===== config.mk =====
export PLATFORM = sky130hd
export DESIGN_NAME = addr_bus_unit
export DESIGN_NICKNAME = d
export VERILOG_FILES = /design/src/rtl/addr_bus_unit.sv
export SDC_FILE = /design/constraint.sdc
export NUM_CORES = 1
export LEC_CHECK = 0
export BUFFER_PORTS_ARGS = -buffer_cell sky130_fd_sc_hd__buf_2
export CAP_MARGIN = 25
export CELL_PAD_IN_SITES_DETAIL_PLACEMENT = 0
export CELL_PAD_IN_SITES_GLOBAL_PLACEMENT = 1
export CORE_UTILIZATION = 37
export CTS_BUF_LIST = sky130_fd_sc_hd__clkbuf_16
export DETAILED_ROUTE_END_ITERATION = 8
export PLACE_DENSITY = 0.79
export SLEW_MARGIN = 20
export SYNTH_ARGS = -nofsm -noshare
export SYNTH_HDL_FRONTEND = slang
export SYNTH_SLANG_ARGS = --single-unit

===== constraint.sdc =====
create_clock -name CLK -period 2.8 [get_ports CLK]
set_input_delay 0.84 -clock CLK [delete_from_list [all_inputs] [get_ports CLK]]
set_output_delay 0.84 -clock CLK [all_outputs]
set_load 0.005 [all_outputs]

===== src/rtl/addr_bus_unit.sv =====
// addr_bus_unit
// -------------
// Address bus register pair {ABH, ABL} with a simple burst incrementer.
// In IDLE, ABL/ABH load independently from ADL/ADH. ABL loads can force
// individual low bits to zero. A burst request with a non-zero length
// latches the length and the wrap mode. The unit then steps the address
// once per enabled cycle until the length is used up.
//
// RDY works as a global enable, not as a two-sided handshake. When RDY=1,
// the current inputs are acted on at the next rising edge. When RDY=0,
// every register holds its value except DONE and CARRY. Those two are
// one-cycle pulses, so they always clear on the next edge.
//
// Ports
//   CLK        in   clock, rising edge
//   n_RES      in   asynchronous active-low reset
//   RDY        in   update enable
//   ADL        in   [LW-1:0]    low address bus value
//   ADH        in   [AW-LW-1:0] high address bus value
//   Z_ADL      in   [ZW-1:0]    per-bit force-zero of ABL[ZW-1:0] on load
//   ADL_ABL    in   load enable for ABL
//   ADH_ABH    in   load enable for ABH
//   BURST      in   burst start request
//   BLEN       in   [LENW-1:0]  number of increments in the burst
//   PAGE_WRAP  in   1: wrap within ABL only, 0: full-width increment
//   AB         out  [AW-1:0]    registered address {ABH, ABL}
//   BUSY       out  burst in progress
//   DONE       out  one-cycle burst completion pulse
//   CARRY      out  one-cycle pulse after ABL wrapped during a burst step
//   dbg_state  out  FSM state (0 = IDLE, 1 = BURST)
module addr_bus_unit #(
    parameter int AW   = 16,
    parameter int LW   = 8,
    parameter int ZW   = 3,
    parameter int LENW = 4
) (
    input  logic              CLK,
    input  logic              n_RES,
    input  logic              RDY,
    input  logic [LW-1:0]     ADL,
    input  logic [AW-LW-1:0]  ADH,
    input  logic [ZW-1:0]     Z_ADL,
    input  logic              ADL_ABL,
    input  logic              ADH_ABH,
    input  logic              BURST,
    input  logic [LENW-1:0]   BLEN,
    input  logic              PAGE_WRAP,
    output logic [AW-1:0]     AB,
    output logic              BUSY,
    output logic              DONE,
    output logic              CARRY,
    output logic              dbg_state
);

    typedef enum logic {
        ST_IDLE  = 1'b0,
        ST_BURST = 1'b1
    } state_t;

    localparam logic [LW-1:0]    ABL_ONE = LW'(1);
    localparam logic [AW-LW-1:0] ABH_ONE = (AW - LW)'(1);
    localparam logic [LENW-1:0]  CNT_ONE = LENW'(1);

    state_t            state;
    logic [LW-1:0]     abl;
    logic [AW-LW-1:0]  abh;
    logic [LENW-1:0]   cnt;
    logic              mode;
    logic              done_q;
    logic              carry_q;

    // Only the low ZW bits of ABL can be forced to zero. Upper mask bits stay 0.
    logic [LW-1:0]     zmask;

    always_comb begin
        zmask          = '0;
        zmask[ZW-1:0]  = Z_ADL;
    end

    always_ff @(posedge CLK or negedge n_RES) begin
        if (!n_RES) begin
            state   <= ST_IDLE;
            abl     <= '0;
            abh     <= '0;
            cnt     <= '0;
            mode    <= 1'b0;
            done_q  <= 1'b0;
            carry_q <= 1'b0;
        end else begin
            // Pulses last exactly one cycle, whatever RDY does.
            done_q  <= 1'b0;
            carry_q <= 1'b0;
            if (RDY) begin
                case (state)
                    ST_IDLE: begin
                        // Loads in the start cycle form the burst base address.
                        if (ADL_ABL) abl <= ADL & ~zmask;
                        if (ADH_ABH) abh <= ADH;
                        if (BURST) begin
                            if (BLEN != '0) begin
                                cnt   <= BLEN;
                                mode  <= PAGE_WRAP;
                                state <= ST_BURST;
                            end else begin
                                // A zero-length burst completes at once.
                                done_q <= 1'b1;
                            end
                        end
                    end
                    ST_BURST: begin
                        // Load and start requests are ignored here.
                        abl     <= abl + ABL_ONE;
                        carry_q <= &abl;
                        // Page-wrap mode keeps ABH fixed. Otherwise an ABL
                        // wrap carries into ABH.
                        if (!mode && (&abl)) abh <= abh + ABH_ONE;
                        cnt <= cnt - CNT_ONE;
                        if (cnt == CNT_ONE) begin
                            state  <= ST_IDLE;
                            done_q <= 1'b1;
                        end
                    end
                    default: state <= ST_IDLE;
                endcase
            end
        end
    end

    assign AB        = {abh, abl};
    assign BUSY      = (state == ST_BURST);
    assign DONE      = done_q;
    assign CARRY     = carry_q;
    assign dbg_state = state;

endmodule

# After elaboration in Yosys (flattened, before gate mapping)
# Cells that the tools add are included.
[word_totals]
regBits = 24
output_inout_bits = 20
elab_cells = 46
[op_classes]
n_addsub = 3
n_eq_ne = 6
mux = 19
bitwise = 3
reduce_logical = 8
[ops]
columns = ["op", "n"]
rows = [
  ["8-bit case mux with 2 select lines", 2],
  ["8-bit 2-to-1 mux", 3],
  ["8-bit by 1-bit adder with 8-bit output (second input constant)", 2],
  ["1-bit 2-to-1 mux", 9],
  ["8-bit bitwise AND", 1],
  ["4-bit 2-to-1 mux", 2],
  ["2-bit inequality test (second input constant)", 4],
  ["3-bit inverter with 8-bit output", 1],
  ["4-bit case mux with 2 select lines", 1],
  ["8-bit AND reduction", 1],
  ["3-bit AND reduction", 2],
  ["4-bit by 1-bit equality test with 1-bit output (second input constant)", 1],
  ["1-bit case mux with 2 select lines", 2],
  ["4-bit AND reduction", 1],
  ["4-bit nonzero test", 1],
  ["4-bit by 1-bit subtractor with 4-bit output (second input constant)", 1],
  ["2-bit by 1-bit inequality test with 1-bit output (second input constant)", 1],
  ["2-bit AND reduction", 1],
  ["1-bit logical AND", 1],
  ["1-bit logical NOT", 1],
  ["1-bit inverter", 1],
]

# Logic depth before layout (Yosys ltp)
[logic_depth]
word_depth = 5
mapped_depth = 7
mapped_depth_nobuf = 6

# Worst setup path before layout
# OpenSTA, ideal clock, no wires.
[synth_path]
kind = "input to register"
from = "input RDY"
to = "register abh[7]"
t_arrival_ns = 2.050
path_slack_ns = 0.624
path_stages = 6
n_path_buf = 2
cell_sequence = "nand4_1 or4_4 buf_6 nor2b_4 buf_6 a221o_1"
[synth_via]
elab_chain_len = 1
[synth_rtl]
columns = ["element", "line", "source"]
rows = [
  ["start: declaration", "39", "input logic RDY,"],
  ["3-bit AND reduction (no line)", "-", ""],
  ["end signal: assignment", "116", "if (!mode && (&abl)) abh <= abh + ABH_ONE;"],
  ["end: declaration", "66", "logic [AW-LW-1:0] abh;"],
]
# No other way between the ends.
# A chain may end at the register's enable or synchronous reset.

# Worst setup path in the final report
[layout_path]
from = "register abl[0]"
to = "register abh[7]"
[layout_via]
elab_chain_len = 4
[layout_rtl]
columns = ["element", "line", "source"]
rows = [
  ["start: declaration", "65", "logic [LW-1:0] abl;"],
  ["start signal: assignment", "97", "if (ADL_ABL) abl <= ADL & ~zmask;"],
  ["start signal: assignment", "112", "abl <= abl + ABL_ONE;"],
  ["8-bit AND reduction", "116", ""],
  ["1-bit logical AND", "116", ""],
  ["2-bit by 1-bit inequality test with 1-bit output (no line)", "-", ""],
  ["3-bit AND reduction (no line)", "-", ""],
]
# No other way between the ends.

==> out/summary.txt <==
post_cts resized: 0
GP Congestion: 0.7697
total power: 1.035 mW
setup violators final: 0
CP Launch Type: flip-flop
drt first pass iters: 4
first-pass GRT wire length: 5996 um
H-tree levels: 1
syn nets: 201
Filler Cells Inserted: 379
CTS tree: built
post-synthesis async set-or-reset flop share: 1.000
Core Rows: 23
final setup skew: 0.003017 ns
Iteration-0 DRC Markers: 106
Max Root-Sink Buffers: 2
r2r worst-path depth: 5
starting density of the core: 0.3829
Top FF cell, synth: dfrtp_1
area grow syn2layout: 21.90%
nets@finish: 245
final hold violation count: 0
flops & latches, synth: 24
leakage power: 0.8421 nW
Worst-Margin Slew: 0.5532 ns
Fmax: 0.4839 GHz
type of the worst min-delay path: reg2reg
die area: 4400 um^2
RSZ-0062 raised after global routing: false
routed len/inst: 13.75 um
CORE AREA: 4000 um^2
Max-Slew Margin vs Limit: 0.6312
Sink Count: 24
Routed Antenna Nets: 0
final HPWL from detailed placement: 2553 um
reg2reg setup slack: 0.73 ns
status: finished, final reports clean
Synth Area per Inst: 9.170 um^2
drt total wl: 3576 um
initial antenna violation count: 0
# Post-CTS Setup Buffers: 0
Netlist cell types: 47
beginning of the worst register-to-register path: abl[0]
drt drc: 0
vias per std cell: 5.538
Power Dens Cells: 554.4 nW/um^2
share of layout cells above drive strength 1: 0.2905
CP endpoint: abh[7]
Chip Height: 66.34 um
WP data required: 2.93 ns
routed via count: 1440
count of input and output buffers: 49
Critical Path Sink Type: flip-flop
Worst Path Max Fanout: 8
Max-Cap Viols: 0
total I/O pin count: 50
Remaining Overflow, GRT: 0
Inserted Diodes: 0
CP Launch Point: abl[0]
Worst-path clk slew: 0.06 ns
Setup Crit Path Kind: reg2reg
Worst Path Arrival: 2.20 ns
clock latency on the worst-skew pair: 0.25 ns
hold bufs inserted after CTS: 0
fin. max-slew vios: 0
period utilization: 0.7380
TritonCTS buffer count: 3
Hold Crit Start: mode
Final TNS setup: 0 ns
synthesized area: 1531 um^2
largest net degree at the start of global routing: 33
Synth Instances: 167
Max VDD drop: 0.2380 mV
synth top area cells: dfrtp_1 39%, mux2i_1 3.9%, nand3_1 3.9%
EDFF count, synth: 0
register area share after synthesis: 0.3922
clk root buf: clkbuf_16
Synth top area share: 0.3922
GRT Resource Usage Total: 0.1798
post-synth top area cell: dfrtp_1
vias in the first global route: 1311
Worst R2R End: abh[7]
Syn. warnings: 0
Die X-Extent: 66.34 um
minimum clock period: 2.066 ns
-- power by group --
part	switching, mW	total [mW]	internal [mW]
clock network	0.117	0.308	0.191
logic	0.130	0.258	0.129
registers	0.0731	0.469	0.396
-- logic make-up after synthesis --
family | after synthesis | share of synthesized area
AND/OR/NAND/NOR | 53 | 0.1977
adder cells (fa/ha/maj) | 4 | 0.03268
multiplexers | 9 | 0.06127
buffers and inverters | 20 | 0.06291
AO/OA/AOI/OAI | 57 | 0.2533
flip-flops | 24 | 0.3922
-- how the worst min path moves through the flow --
stage / end / cells after the start
final: mode / 1
after global routing: mode / 1
after CTS: mode / 1
after detailed placement: mode / 1
after global placement: mode / 1
after floorplan: mode / 1
-- sequential cells by signal (all words and copies together) (netlist names) --
register / count
BUSY: 1
CARRY: 1
DONE: 1
abh: 8
abl: 8
cnt: 4
mode: 1
-- per-stage QoR --
| step | instances | setup WS (ns) | utilization | hold WS [ns] | area [um^2] |
|---|---|---|---|---|---|
| floorplan | 167 | 0.6241 | - | 0.4591 | 1531 |
| global placement | 256 | 0.5980 | 0.4470 | 0.4852 | 1788 |
| detailed placement | 256 | 0.5816 | 0.4470 | 0.4924 | 1788 |
| CTS | 260 | 0.7208 | 0.4667 | 0.4936 | 1867 |
| global route | 260 | 0.6020 | 0.4667 | 0.5086 | 1867 |
| finish | 260 | 0.7336 | 0.4667 | 0.4890 | 1867 |
-- worst max-delay path: stages (launching register included) --
cell	delay [ns]
dfrtp_1	0.43
ha_1	0.23
nand3_2	0.14
or4_4	0.60
nor2b_4	0.19
a221o_1	0.36
-- cell usage in the layout, fill, tap and decap left out, types with 4 or more instances in the layout --
master / count
o21ai_1: 5
o22ai_1: 9
o22a_1: 5
nand2_1: 13
dfrtp_1: 24
o211ai_1: 4
a21oi_1: 11
mux2i_1: 6
o21ai_0: 6
nand3_1: 12
ha_1: 4
inv_1: 7
buf_2: 49
-- routing by layer --
layer  part of all wire  track usage  up-vias
met4             0.0073      0.06383        0
met5                  0            0        -
met3              0.060      0.02759        2
li1                   -            -      727
met1               0.47       0.2393      663
met2               0.46       0.2934       48
-- cell type report --
class,count,area (um^2),area share
tap,50,62.56,0.03351
clock buffer,3,75.07,0.04021
sequential,24,600.6,0.3217
timing repair buffer,51,260.3,0.1394
multi-input combinational,123,834.6,0.4471
inverter,8,30.03,0.01609
clock inverter,1,3.754,0.002011
-- cell usage after synthesis (all sizes together) (3+ instances only) --
library cell / instances
inv: 8
nor2b: 3
mux2i: 6
nand3: 13
nand4: 3
o22a: 5
o22ai: 9
clkbuf: 6
a21o: 3
nand2: 13
o211ai: 4
dfrtp: 24
ha: 4
o21ai: 11
nor4: 3
buf: 6
mux2: 3
nor2: 3
a21oi: 11
No activity file was read; power rests on OpenSTA's default activity.
